===== src/rtl/ghash_digit_engine_if.sv =====
// Handshake bundle between GCM block steering, the GHASH engine and the tag stage.
interface ghash_digit_engine_if;
    logic [127:0] h_in;
    logic         h_load;
    logic [127:0] in_blk;
    logic         in_valid;
    logic         in_last;
    logic         in_ready;
    logic [127:0] tag_out;
    logic         tag_valid;
    logic         tag_ready;
    logic         busy;

    modport master (
        output h_in, h_load, in_blk, in_valid, in_last, tag_ready,
        input  in_ready, tag_out, tag_valid, busy
    );

    modport slave (
        input  h_in, h_load, in_blk, in_valid, in_last, tag_ready,
        output in_ready, tag_out, tag_valid, busy
    );
endinterface


===== src/rtl/ghash_digit_engine.sv =====
// GHASH accumulator: Y = (Y ^ X) * H in GF(2^128), DIGIT_BITS multiplicand bits per cycle.
module ghash_digit_engine #(
    parameter int DIGIT_BITS = 8
) (
    input  logic                 clk,
    input  logic                 reset,
    ghash_digit_engine_if.slave  bus
);
    localparam int BLK_BITS = 128;
    localparam int NDIG     = BLK_BITS / DIGIT_BITS;
    localparam int CW       = (NDIG > 1) ? $clog2(NDIG) : 1;
    localparam logic [CW-1:0]       LAST_CNT = CW'(NDIG - 1);
    localparam logic [BLK_BITS-1:0] R_POLY   = {8'he1, 120'd0};

    generate
        if (DIGIT_BITS != 1  && DIGIT_BITS != 2  && DIGIT_BITS != 4 &&
            DIGIT_BITS != 8  && DIGIT_BITS != 16 && DIGIT_BITS != 32 &&
            DIGIT_BITS != 64 && DIGIT_BITS != 128) begin : g_bad_digit
            $error("DIGIT_BITS must be a power of two from 1 to 128");
        end
    endgenerate

    typedef enum logic [1:0] {S_IDLE, S_MULT, S_TAG} state_t;

    state_t              r_state;
    state_t              w_state_nxt;
    logic [BLK_BITS-1:0] r_h;
    logic [BLK_BITS-1:0] r_y;
    logic [BLK_BITS-1:0] r_x;
    logic [BLK_BITS-1:0] r_z;
    logic [BLK_BITS-1:0] r_v;
    logic [BLK_BITS-1:0] r_tag;
    logic [CW-1:0]       r_cnt;
    logic                r_last;
    logic [BLK_BITS-1:0] w_z;
    logic [BLK_BITS-1:0] w_v;
    logic                w_accept;
    logic                w_final;

    assign w_accept = bus.in_valid && bus.in_ready;
    assign w_final  = (r_cnt == LAST_CNT);

    always_ff @(posedge clk) begin
        if (reset) r_state <= S_IDLE;
        else       r_state <= w_state_nxt;
    end

    always_comb begin
        w_state_nxt = r_state;
        if (bus.h_load) begin
            w_state_nxt = S_IDLE;
        end else begin
            unique case (r_state)
                S_IDLE: if (w_accept)      w_state_nxt = S_MULT;
                S_MULT: if (w_final)       w_state_nxt = r_last ? S_TAG : S_IDLE;
                S_TAG:  if (bus.tag_ready) w_state_nxt = S_IDLE;
                default:                   w_state_nxt = S_IDLE;
            endcase
        end
    end

    always_comb begin
        bus.in_ready  = (r_state == S_IDLE) && !bus.h_load;
        bus.tag_valid = (r_state == S_TAG);
        bus.busy      = (r_state != S_IDLE);
        bus.tag_out   = r_tag;
    end

    // X is shifted left each digit, so the current digit always sits in the top bits.
    always_comb begin
        w_z = r_z;
        w_v = r_v;
        for (int k = 0; k < DIGIT_BITS; k++) begin
            if (r_x[BLK_BITS-1-k]) w_z = w_z ^ w_v;
            w_v = w_v[0] ? ((w_v >> 1) ^ R_POLY) : (w_v >> 1);
        end
    end

    always_ff @(posedge clk) begin
        if (reset) begin
            r_h    <= '0;
            r_y    <= '0;
            r_x    <= '0;
            r_z    <= '0;
            r_v    <= '0;
            r_tag  <= '0;
            r_cnt  <= '0;
            r_last <= 1'b0;
        end else if (bus.h_load) begin
            r_h   <= bus.h_in;
            r_y   <= '0;
            r_cnt <= '0;
        end else begin
            unique case (r_state)
                S_IDLE: begin
                    if (w_accept) begin
                        r_x    <= r_y ^ bus.in_blk;
                        r_z    <= '0;
                        r_v    <= r_h;
                        r_last <= bus.in_last;
                        r_cnt  <= '0;
                    end
                end
                S_MULT: begin
                    r_z <= w_z;
                    r_v <= w_v;
                    r_x <= r_x << DIGIT_BITS;
                    if (w_final) begin
                        r_cnt <= '0;
                        r_y   <= w_z;
                        if (r_last) r_tag <= w_z;
                    end else begin
                        r_cnt <= r_cnt + 1'b1;
                    end
                end
                S_TAG: begin
                    if (bus.tag_ready) r_y <= '0;
                end
                default: ;
            endcase
        end
    end
endmodule


===== src/flat_wrapper.sv =====
// flat-port wrapper written by rule: the top's interface ports become plain ports
module ghash_digit_engine_flat 
#(
    parameter int DIGIT_BITS = 8
)
  (clk, reset, bus_h_in, bus_h_load, bus_in_blk, bus_in_valid, bus_in_last, bus_tag_ready, bus_in_ready, bus_tag_out, bus_tag_valid, bus_busy);
  ghash_digit_engine_if bus_i ();
  input  logic clk;
  input  logic reset;
  input wire logic [$bits(bus_i.h_in)-1:0] bus_h_in;
  input wire logic [$bits(bus_i.h_load)-1:0] bus_h_load;
  input wire logic [$bits(bus_i.in_blk)-1:0] bus_in_blk;
  input wire logic [$bits(bus_i.in_valid)-1:0] bus_in_valid;
  input wire logic [$bits(bus_i.in_last)-1:0] bus_in_last;
  input wire logic [$bits(bus_i.tag_ready)-1:0] bus_tag_ready;
  output wire logic [$bits(bus_i.in_ready)-1:0] bus_in_ready;
  output wire logic [$bits(bus_i.tag_out)-1:0] bus_tag_out;
  output wire logic [$bits(bus_i.tag_valid)-1:0] bus_tag_valid;
  output wire logic [$bits(bus_i.busy)-1:0] bus_busy;
  assign bus_i.h_in = bus_h_in;
  assign bus_i.h_load = bus_h_load;
  assign bus_i.in_blk = bus_in_blk;
  assign bus_i.in_valid = bus_in_valid;
  assign bus_i.in_last = bus_in_last;
  assign bus_i.tag_ready = bus_tag_ready;
  assign bus_in_ready = bus_i.in_ready;
  assign bus_tag_out = bus_i.tag_out;
  assign bus_tag_valid = bus_i.tag_valid;
  assign bus_busy = bus_i.busy;
  ghash_digit_engine #(.DIGIT_BITS(DIGIT_BITS)) u_core (.clk(clk), .reset(reset), .bus(bus_i));
endmodule

===== config.mk =====
export PLATFORM = sky130hd
export DESIGN_NAME = ghash_digit_engine_flat
export DESIGN_NICKNAME = d
export VERILOG_FILES = /design/src/rtl/ghash_digit_engine_if.sv /design/src/rtl/ghash_digit_engine.sv /design/src/flat_wrapper.sv
export SDC_FILE = /design/constraint.sdc
export NUM_CORES = 2
export LEC_CHECK = 0
export CORE_ASPECT_RATIO = 0.75
export CORE_MARGIN = 4
export CORE_UTILIZATION = 55
export DETAILED_ROUTE_END_ITERATION = 10
export PLACE_DENSITY_LB_ADDON = 0.1
export SLEW_MARGIN = 20
export SYNTH_ARGS = -nofsm -noshare
export SYNTH_HDL_FRONTEND = slang
export SYNTH_SLANG_ARGS = --single-unit

===== constraint.sdc =====
create_clock -name clk -period 6.2 [get_ports clk]
set_clock_uncertainty 0.05 [all_clocks]
set_input_delay 1.24 -clock clk [delete_from_list [all_inputs] [get_ports clk]]
set_output_delay 1.24 -clock clk [all_outputs]
set_load 0.005 [all_outputs]

==> run_results.csv <==
group,metric,value,unit
floorplan,core-area,0.0786,mm2
cells_and_area,drive_above_1_share,0.0341,
clock_network,root_buffer,"clkbuf_16",
synth,synth_top_cell_by_area,"dfxtp_1",
clock_network,cts_tree,"done",
run_status,status,"finished clean",
routing,met2_length,56500,um
floorplan,row_count,89,
synth,synth.top_cell.area_share,0.356,
synth,synth-simple-area-share,0.202,
pwr,seqPwrFrac,0.459,
synth,synthXorXnorAreaFrac,0.237,
synth,synth_top_family_by_area,"XOR/XNOR gates",
routing,via_per_inst,5.65,
pwr,p_int,8.62,mW
pwr,leakage,16.0,nW
sta,min_period,3.63,ns
synth,synthTopCellsByArea,"dfxtp_1, xnor2_1, nand2_1",
synth,muxShareOfSynthArea,0.0310,
floorplan,die_area,0.0838,mm2
clock_network,htree_levels,3,
routing,wirelength,133000,um
routing,drc,0,
setup_path,cp_top_family,"buffers and inverters",
sta,finalCritPeriodShare,0.586,
clock_network,clock_sinks,775,
synth,ys_dominant_reg_cell,"dfxtp_1",
routing,num_vias,38600,
synth,synthDistinctLibCells,34,
setup_path,critical_path.slowest_cell,"clkdlybuf4s50_1",
clock_network,numCtsBuffers,78,
synth,synthArstFlopShare,0,
sta,drv_slew,0,
setup_path,startpoint_type,"primary input",
synth,synth_adder_area_share,0.000287,
clock_network,clkTransAtPathRegs,0.06,ns
routing,dr.pass1.iters,6,
pwr,p_per_area,239,mW/mm2
routing,m1WireLength,60800,um
pwr,netSwitchingFraction,0.278,
synth,synth-compound-area-share,0.123,
pwr,p_clk_frac,0.418,
setup_path,critPathCaptureType,"output port",
placed_design,io_buffer_count,392,
clock_network,worstSkewPairLatency,0.65,ns
sta,worst_slew_pin_slew,1.11,ns
pwr,p_comb_frac,0.124,
setup_path,critPathBufInv,2,
synth,syn_avg_cell_area,7.58,um2
job,drv_cap,0,
grt,grt_overflow,0,
setup_path,cp.arrival,2.34,ns
sta,setup_tns,0,ns
synth,synth-edff-count,0,
floorplan,die_y,252,um
cells_and_area,fillers,7079,
sta,relSlewSlack,0.263,
grt,antenna_found_initial,1,
cells_and_area,area_growth,14.6,%
cells_and_area,diodes,0,
sta,hold_viol_final,0,
setup_path,path_max_fanout,45,
routing,topRoutingLayerUsed,"met5",
synth,yosysWarnings,0,
synth,synth.cell_area,0.0435,mm2
synth,yosysSeqAreaShare,0.356,
sta,fmax,0.275,GHz
cells_and_area,fin_nets,5985,
setup_path,worstPathCellList,"clkbuf_8, nor2_1, clkdlybuf4s50_1",
routing,detail-route-antenna-nets,0,
hold_path,hold_path.class,"reg -> reg",
grt,grt_max_degree,183,
synth,synth_nets,6005,
synth,synthCells,5742,
sta,setup_viol,0,
routing,avgRoutedWirePerCell,19.4,um
clock_network,cts_resized,0,
grt,grt_pass1_vias,35700,
placed_design,dp.final_hpwl,84800,um
pwr,vdd_drop_max,0.195,mV
setup_path,critical_path_class,"in -> out",
sta,rsz0062_at_grt,"false",
routing,wl_met3,11500,um
sta,timing.hold.ws,0.403,ns
clock_network,cts_hold_buf,0,
grt,grt_usage,0.303,
pwr,switching_power,3.32,mW
routing,initialDrtViolationCount,3843,
setup_path,required,4.91,ns
setup_path,crit_path_max_incr_delay,0.53,ns
floorplan,ios,393,
floorplan,start_util,0.554,
clock_network,postCtsSetupBuffers,0,
synth,yosysMostFrequentCell,"nand2_1",
grt,grt_pass1_wl,206000,um
synth,ys_ff_latch,775,
floorplan,chipWidth,333,um
placed_design,gp_congestion,0.849,
synth,netlist_top_cells_count,"nand2_1, xnor2_1, dfxtp_1",
clock_network,clock_path_buffers,3,
-- cells in the final DEF (no fill, tap or decap), types with 19 or more instances in the layout --
master / netlist / final
clkdlybuf4s50_1: 0 / 390
buf_4: 2 / 37
a22oi_1: 253 / 253
dfxtp_1: 775 / 767
a21oi_1: 276 / 275
o211ai_1: 122 / 122
nor2_1: 532 / 529
a311oi_1: 117 / 117
xnor2_1: 889 / 889
xor2_1: 274 / 274
mux2i_1: 135 / 135
clkbuf_16: 0 / 81
o21ai_0: 20 / 19
nand2_1: 1751 / 1751
-- per-layer routing --
layer  vias to the layer above  GRT usage
li1                      18400          -
met1                     18400      0.452
met2                      1546      0.445
met3                       205     0.0515
met4                         2     0.0950
met5                         -          0
-- power by group through the flow --
| stage | logic, mW | clock network (mW) | registers, mW |
|---|---|---|---|
| after detailed placement | 1.46 | 0 | 5.57 |
| after floorplan | 1.14 | 0 | 5.30 |
| after CTS | 1.47 | 5.04 | 5.46 |
| after global placement | 1.44 | 0 | 5.57 |
| after global routing | 1.60 | 5.22 | 5.49 |
| final | 1.48 | 4.98 | 5.47 |
-- through the flow --
| stage | instance area (um2) | total power, mW | worst slack [ns] | instances | utilization |
|---|---|---|---|---|---|
| 2_1_floorplan | 43500 | 6.44 | 3.33 | 5742 | - |
| 3_3_place_gp | 47200 | 7.01 | 2.28 | 6687 | 0.601 |
| 3_5_place_dp | 47200 | 7.03 | 2.23 | 6688 | 0.601 |
| 6_report | 49900 | 11.9 | 2.57 | 6828 | 0.635 |
| 5_1_grt | 49900 | 12.3 | 2.49 | 6828 | 0.635 |
| 4_1_cts | 49900 | 12.0 | 2.57 | 6828 | 0.635 |
-- state kept, by name, summed over array words and instances (netlist names) --
register            cells
u_core.r_h            128
u_core.r_z            128
u_core.r_x            128
u_core.r_state          2
u_core.bus.tag_out    128
u_core.r_cnt            4
u_core.r_y            128
u_core.r_last           1
u_core.r_v            128
-- layout make-up --
type,instances,area [um2],share of cell area
Clock inverter,33,379,0.00760
Sequential cell,775,15500,0.312
Clock buffer,107,2270,0.0456
Tap cell,1046,1310,0.0262
Multi-Input combinational cell,4424,25900,0.520
Inverter,3,11.3,0.000226
Timing Repair Buffer,440,4430,0.0888
-- final timing paths --
| check | slack [ns] | end | startpoint | depth (start not counted) |
|---|---|---|---|---|
| worst max register to register | 2.79 | u_core.r_y[122]$_SDFFE_PP0P_ | u_core.r_x[125]$_SDFFE_PP0P_ | 8 |
| worst min-delay path | 0.40 | u_core.bus.tag_out[4]$_SDFFE_PP0P_ | u_core.bus.tag_out[4]$_SDFFE_PP0P_ | 2 |
| worst max-delay path | 2.57 | bus_in_ready | bus_h_load | 3 |
| worst min register to register | 0.40 | u_core.bus.tag_out[4]$_SDFFE_PP0P_ | u_core.bus.tag_out[4]$_SDFFE_PP0P_ | 2 |
-- worst register-to-register path: cells and delay by family (launching register included) --
family                 cells  cell delay, ns
AO/OA/AOI/OAI              1            0.19
XOR/XNOR                   4            1.33
buffers and inverters      1            0.59
flip-flops                 1            0.89
AND/OR/NAND/NOR            2            0.28
-- cells by family (layout without fill, tap and decap cells) --
logic type | count (synthesis) | count (layout)
XOR/XNOR | 1169 | 1169
flip-flops | 775 | 775
AND/OR/NAND/NOR | 2325 | 2325
AO/OA/AOI/OAI | 794 | 794
buffers and inverters | 543 | 583
adder cells (fa/ha/maj) | 1 | 1
multiplexers | 135 | 135
Note: power is estimated with default switching activity, not from simulation.
